[config.mk]
export PLATFORM = sky130hd
export DESIGN_NAME = width_packer_buffer
export DESIGN_NICKNAME = d
export VERILOG_FILES = /design/src/rtl/width_packer_buffer.sv
export SDC_FILE = /design/constraint.sdc
export NUM_CORES = 1
export LEC_CHECK = 0
export ABC_AREA = 1
export CAP_MARGIN = 20
export CORE_AREA = 8 8 100 102
export CTS_CLUSTER_SIZE = 8
export DETAILED_ROUTE_END_ITERATION = 12
export DIE_AREA = 0 0 108 110
export PLACE_DENSITY = 0.78
export SLEW_MARGIN = 20
export SYNTH_ARGS = -nofsm -noshare
export SYNTH_HDL_FRONTEND = slang
export SYNTH_SLANG_ARGS = --single-unit
[constraint.sdc]
create_clock -name clock -period 3.6 [get_ports clock]
set_clock_uncertainty 0.15 [all_clocks]
set_input_delay 0.72 -clock clock [delete_from_list [all_inputs] [get_ports clock]]
set_output_delay 0.72 -clock clock [all_outputs]
set_load 0.01 [all_outputs]
[src/rtl/width_packer_buffer.sv]
// Packs narrow input chunks LSB-first into wide output words, with a flush
// path that emits a zero-padded partial word and a single held output register.
module width_packer_buffer #(
  parameter int input_width  = 4,
  parameter int output_width = 32
) (
  input  logic                                            clock,
  input  logic                                            nreset,
  input  logic                                            data_in_valid,
  input  logic [input_width-1:0]                          data_in,
  output logic                                            data_in_ready,
  input  logic                                            flush,
  output logic                                            data_out_valid,
  output logic [output_width-1:0]                         data_out,
  output logic [$clog2(output_width / input_width):0]     data_out_count,
  input  logic                                            data_out_ready
);

  localparam int ratio      = output_width / input_width;
  localparam int countWidth = $clog2(ratio) + 1;
  localparam logic [countWidth-1:0] lastIndex = countWidth'(ratio - 1);
  localparam logic [countWidth-1:0] fullCount = countWidth'(ratio);

  if ((output_width % input_width) != 0 || ratio < 2) begin : gBadWidths
    $error("width_packer_buffer: output_width must be a multiple of input_width with ratio >= 2");
  end

  logic [output_width-1:0] acc_q, acc_d;
  logic [countWidth-1:0]   fill_q, fill_d;
  logic                    pend_q, pend_d;
  logic [output_width-1:0] outData_q, outData_d;
  logic [countWidth-1:0]   outCount_q, outCount_d;
  logic                    outValid_q, outValid_d;

  logic                    outFree;
  logic                    inReady;
  logic                    accept;
  logic [output_width-1:0] packedWord;
  logic [countWidth-1:0]   filled;

  // The accumulator is always zero above the fill point, so partial words
  // leave the buffer already zero-padded.
  always_comb begin
    outFree    = !outValid_q || data_out_ready;
    inReady    = !pend_q && !((fill_q == lastIndex) && !outFree);
    accept     = data_in_valid && inReady;
    packedWord = acc_q;
    if (accept) begin
      packedWord[int'(fill_q)*input_width +: input_width] = data_in;
    end
    filled     = accept ? (fill_q + countWidth'(1)) : fill_q;

    acc_d      = packedWord;
    fill_d     = filled;
    pend_d     = pend_q;
    outData_d  = outData_q;
    outCount_d = outCount_q;
    outValid_d = outValid_q && !data_out_ready;

    if (accept && (fill_q == lastIndex)) begin
      // A flush arriving with the last chunk finds an empty word afterwards,
      // so it is satisfied by this single full word.
      outData_d  = packedWord;
      outCount_d = fullCount;
      outValid_d = 1'b1;
      acc_d      = '0;
      fill_d     = '0;
      pend_d     = 1'b0;
    end else if (pend_q || flush) begin
      if (filled == '0) begin
        pend_d = 1'b0;
      end else if (outFree) begin
        outData_d  = packedWord;
        outCount_d = filled;
        outValid_d = 1'b1;
        acc_d      = '0;
        fill_d     = '0;
        pend_d     = 1'b0;
      end else begin
        pend_d = 1'b1;
      end
    end
  end

  always_ff @(posedge clock) begin
    if (!nreset) begin
      acc_q      <= '0;
      fill_q     <= '0;
      pend_q     <= 1'b0;
      outData_q  <= '0;
      outCount_q <= '0;
      outValid_q <= 1'b0;
    end else begin
      acc_q      <= acc_d;
      fill_q     <= fill_d;
      pend_q     <= pend_d;
      outData_q  <= outData_d;
      outCount_q <= outCount_d;
      outValid_q <= outValid_d;
    end
  end

  assign data_in_ready  = inReady;
  assign data_out_valid = outValid_q;
  assign data_out       = outData_q;
  assign data_out_count = outCount_q;

endmodule

Word level (Yosys, flattened, before mapping)
Cells that the tools add are included.
- latch bits: 0
- output and inout bits: 38
- bits in read-only memories: 0
- word-level logic and storage cells: 56
- input bits: 9
- bits in writable memories: 0
- register bits after elaboration: 74
- memories kept: 0
- shift-type cells: 2
- divide/modulo/power cells: 0
- $lt $le $gt $ge: 0
- multiplexer cells: 23
- $add $sub $neg: 2
- bitwise operators: 2
- $mul: 0
- reductions and logical operators: 18
- equal/unequal tests: 2
- operator list (kind ; number):
    2-to-1 mux 32 bit ; 8
    negation 6 -> 33 bit ; 1
    variable shift 4 x 33 -> 32 bit (first input constant) ; 1
    variable part select 4 x 33 -> 32 bit ; 1
    bitwise mux 32 bit ; 1
    2-to-1 mux 4 bit ; 8
    2-to-1 mux 1 bit ; 6
    AND reduction 3 bit ; 2
    logical AND 1 bit ; 5
    zero test 1 bit ; 5
    adder 4 x 1 -> 4 bit (second input constant) ; 1
    == test 4 x 3 -> 1 bit (second input constant) ; 1
    zero test 4 bit ; 1
    nonzero test 2 bit ; 2
    logical OR 1 bit ; 2
    != test 2 bit (second input constant) ; 1
    NOT 1 bit ; 2
    OR reduction 2 bit ; 1

Depth between registers and ports, before layout
- depth after elaboration: 12
- gate-level depth with buffers: 15
- mapped depth without buffers: 14

Worst setup path before layout
OpenSTA, ideal clock, no wires.
- path kind: input -> register
- start point: input port data_out_ready
- end point: register outData_q[25] (netlist: data_out[25])
- path buffers: 2
- data arrival time: 1.955 ns
- stages on the path: 12
- required time: 3.337 ns
- setup time: 0.113 ns
- setup slack: 1.382 ns
- cells stage by stage: nor2_2 -> nand2_4 -> nand3_4 -> o21bai_2 -> nor2_4 -> nand3_4 -> nand3_2 -> buf_6 -> buf_8 -> nand2_1 -> nand2_1 -> nor2_1
- word-level cells in the longest chain between the ends: 11
- elaborated cells between the ends (all ways): 18
- classes of those cells: eq/ne (1); mux (6); reduce/logical (11)
- ends and longest elaborated chain (what ; RTL line ; text):
    start: declaration ; 16 ; input logic data_out_ready
    logical OR 1 bit (*) ; 44 ; outFree = !outValid_q || data_out_ready;
    zero test 1 bit ; 45 ; inReady = !pend_q && !((fill_q == lastIndex) && !outFree);
    logical AND 1 bit ; 45 ;
    zero test 1 bit ; 45 ;
    logical AND 1 bit ; 45 ;
    logical AND 1 bit ; 46 ; accept = data_in_valid && inReady;
    2-to-1 mux 32 bit ; 48 ; if (accept) begin
    2-to-1 mux 32 bit ; 72 ; end else if (outFree) begin
    2-to-1 mux 32 bit ; 70 ; if (filled == '0) begin
    2-to-1 mux 32 bit ; 69 ; end else if (pend_q || flush) begin
    2-to-1 mux 32 bit ; 60 ; if (accept && (fill_q == lastIndex)) begin
    end signal: assignment ; 97 ; outData_q <= outData_d;
    end: declaration ; 31 ; logic [output_width-1:0] outData_q, outData_d;
Every way passes the cells marked *; elsewhere a longest branch is shown, timed or not. The select of a mux whose other input is x is not followed.
A chain may end at the register's enable or synchronous reset.

Worst setup path after layout
- start point: input port data_out_ready
- end point: output port data_in_ready
- word-level cells in the longest chain between the ends: 5
- ends and longest elaborated chain (what ; RTL line ; text):
    logical OR 1 bit ; 44 ;
    zero test 1 bit ; 45 ;
    logical AND 1 bit ; 45 ;
    zero test 1 bit ; 45 ;
    logical AND 1 bit ; 45 ;
    end: declaration ; 11 ; output logic data_in_ready,
No other way between the ends.

==> impl_results.md <==
* Reg2reg setup slack at 0.77 ns
* CTS max path bufs at 2
* Hold Violations, Final at 0
* Slowest-stage cell, CP: clkdlybuf4s50_1
* First DRT Iteration DRCs at 234
* Ys flop type: dfxtp_1
* Crit Path Category: input port to output port
* YS warnings at 0
* Post-DP HPWL at 6130 um
* Via density at 4.75
* Post-cts sizing count at 0
* Fin cells at 712
* Status: completed
* Worst-Skew Late Latency at 0.36 ns
* Clock Sinks at 74
* Clk root buf: clkbuf_8
* WP buf/inv at 3
* Mapped Area at 3670 um^2
* Setup TNS at 0 ns
* Post-synthesis async set-or-reset flop share at 0
* Ratio of cells with drive above 1 in the final layout at 0.0877
* Die area at 11900 um^2
* Clock buffer count from CTS at 9
* Power density cells at 423 nW/um^2
* Count leader, synth: nand2_1
* Final Setup Violations at 0
* Pleak at 2.06 nW
* Top post-synthesis cells by area: dfxtp_1 (40%), nand2_1 (14%), nor2_1 (10%)
* Number of synthesized flops with an enable pin at 0
* Crit share post-route at 0.830
* Register area at 1480 um^2
* Post-synth top cells: nand2_1 (141), nor2_1 (99), inv_1 (92), dfxtp_1 (74), nand3_1 (30)
* Crit path time final at 2.99 ns
* Peak VDD IR at 193 uV
* Layout area overhead at 20.0%
* Worst setup SP type: input port
* Worst reg2reg path depth at 10
* Reg-to-reg startpoint: fill_q[2]
* Crit path depth at 6
* Maxcap violations at 0
* N_diodes at 0
* # placed instances at 696
* Chip Width at 108 um
* Mean Syn Cell Area at 6.61 um^2
* Slew HR at 0.551
* Pre-antenna DRT Iters at 4
* Row count at 34
* Sequential fraction of the synthesis area at 0.404
* Max FO, Critical Path at 6
* Top cell type's share of synthesized area at 0.404
* First-pass GRT wire length at 14500 um
* Multi-input gate area at 1680 um^2
* DR vias at 3379
* # IOs at 47
* Port bufs at 46
* Crit path to: data_in_ready
* Worst-path cell chain: clkdlybuf4s50_1 -> nor2_2 -> nand2_4 -> nand2_1 -> inv_1 -> clkdlybuf4s50_1
* Syn_nets at 567
* Initial antenna violation count at 0
* Chip height at 110 um
* Top cell family by delay on the critical path: buffers and inverters
* GRT Overall Usage at 0.150
* Crit end category: output port
* Post-route ant nets at 0
* Core area at 8470 um^2
* GR Overflow Total at 0
* Cell mode on critical path: clkdlybuf4s50_1
* Gpl congestion at 0.935
* DRC at 0
* Crit path from: data_out_ready
* CTS tree: built
* Largest net degree at the start of global routing at 37
* Nets at 611
* R2R Path End: data_out[15]
* Max-slew violations at 0
* Final wirelength at 8460 um
* Hold Buf Count CTS at 0
* CTS H-tree lvls at 3
* Critical path arrival at 2.12 ns
* CP Data Required Time at 2.73 ns
* Register bit total from synthesis at 74
* Count of different cell masters after synthesis at 30
* WL/cell at 11.9 um
* Finished Core Util at 0.520
* WHS at 0.314 ns
* Initial Utilization at 0.433
* Min-delay worst type: register to register
* Vias in the first global route at 3348
* Fill count at 830
* Syn Inst Count at 555
* Worst-path clk slew at 0.08 ns
* Unrepaired setup endpoints after global routing: false
* Worst slew pin tran at 0.671 ns
* Cell accounting for the most synthesized area: dfxtp_1
* Setup Buffers After CTS at 0
* FMAX at 334 MHz
* Max incr delay on CP at 0.46 ns
[per-stage QoR]
stage	power (W)	area, um^2	worst slack [ns]
4_1_cts	0.00188	4400	0.595
6_report	0.00186	4400	0.610
3_5_place_dp	0.00122	4200	0.493
3_3_place_gp	0.00121	4200	0.580
5_1_grt	0.00196	4400	0.502
2_1_floorplan	0.00110	3670	1.38
[worst min path at each step]
stage / startpoint / end / cells after the start
6_report: data_out_count[3] / data_out_count[3] / 2
5_1_grt: data_out_count[0] / data_out_count[0] / 2
4_1_cts: data_out_count[3] / data_out_count[3] / 2
3_5_place_dp: data_out_count[3] / data_out_count[3] / 2
3_3_place_gp: data_out_count[2] / data_out_count[2] / 2
2_1_floorplan: data_out_count[3] / data_out_count[3] / 2
[kinds of logic after synthesis]
logic type               share of synthesized area
adder cells (fa/ha/maj)                     0.0102
buffers and inverters                        0.138
AND/OR/NAND/NOR                              0.415
AO/OA/AOI/OAI                               0.0331
flip-flops                                   0.404
[cell type report]
class,instances,area share
well taps,108,0.0307
inverters,99,0.0844
clock buffers,10,0.0313
flip-flops and latches,74,0.336
repair buffers,54,0.121
multi-input cells,361,0.382
clock inverters,6,0.0145
[worst reg2reg max path, stage by stage, from the launching register on]
cell and delay, ns:
dfxtp_1 0.56, nor2_1 0.12, nand2_1 0.09, inv_1 0.06, ha_1 0.32, nand4_1 0.12, nor2_1 0.54, nand2_1 0.32
o21ai_0 0.31, nor2_1 0.09, nor2_1 0.10
[power breakdown]
part           leakage [nW]  internal, W  switching (W)
registers             0.602     0.000858      0.0000188
clock network        0.0987     0.000339       0.000321
logic                  1.36     0.000139       0.000187
[flip-flops by register name, summed over array words and instances (netlist names)]
name,flops
data_out_count,4
acc_q,32
pend_q,1
data_out_valid,1
fill_q,4
data_out,32
[per-layer routing]
layer	vias up	track usage	part of all wire
li1	1785	-	-
met5	-	0	0
met1	1485	0.175	0.46
met3	19	0.0349	0.057
met2	90	0.255	0.46
met4	0	0.0723	0.023
[placed cells by master (no fill, tap or decap), types with 2 or more instances in the layout]
| master | n |
|---|---|
| nand2_1 | 141 |
| nor2_1 | 99 |
| inv_1 | 92 |
| dfxtp_1 | 74 |
| clkdlybuf4s50_1 | 46 |
| nand3_1 | 30 |
| nand4_1 | 29 |
| clkbuf_8 | 10 |
| nand2_2 | 9 |
| a21oi_1 | 9 |
| buf_4 | 7 |
| and3_1 | 6 |
| nor3_1 | 6 |
| inv_2 | 5 |
| nor2_2 | 5 |
| o21ai_1 | 4 |
| o21a_1 | 3 |
| nand2_4 | 3 |
| o21ai_0 | 3 |
| nor3b_1 | 3 |
| nor2_4 | 3 |
| ha_1 | 3 |
| clkinv_1 | 2 |
| nand3_4 | 2 |
| clkinvlp_4 | 2 |
| clkinv_2 | 2 |
Power figures use the tool's default switching activity.
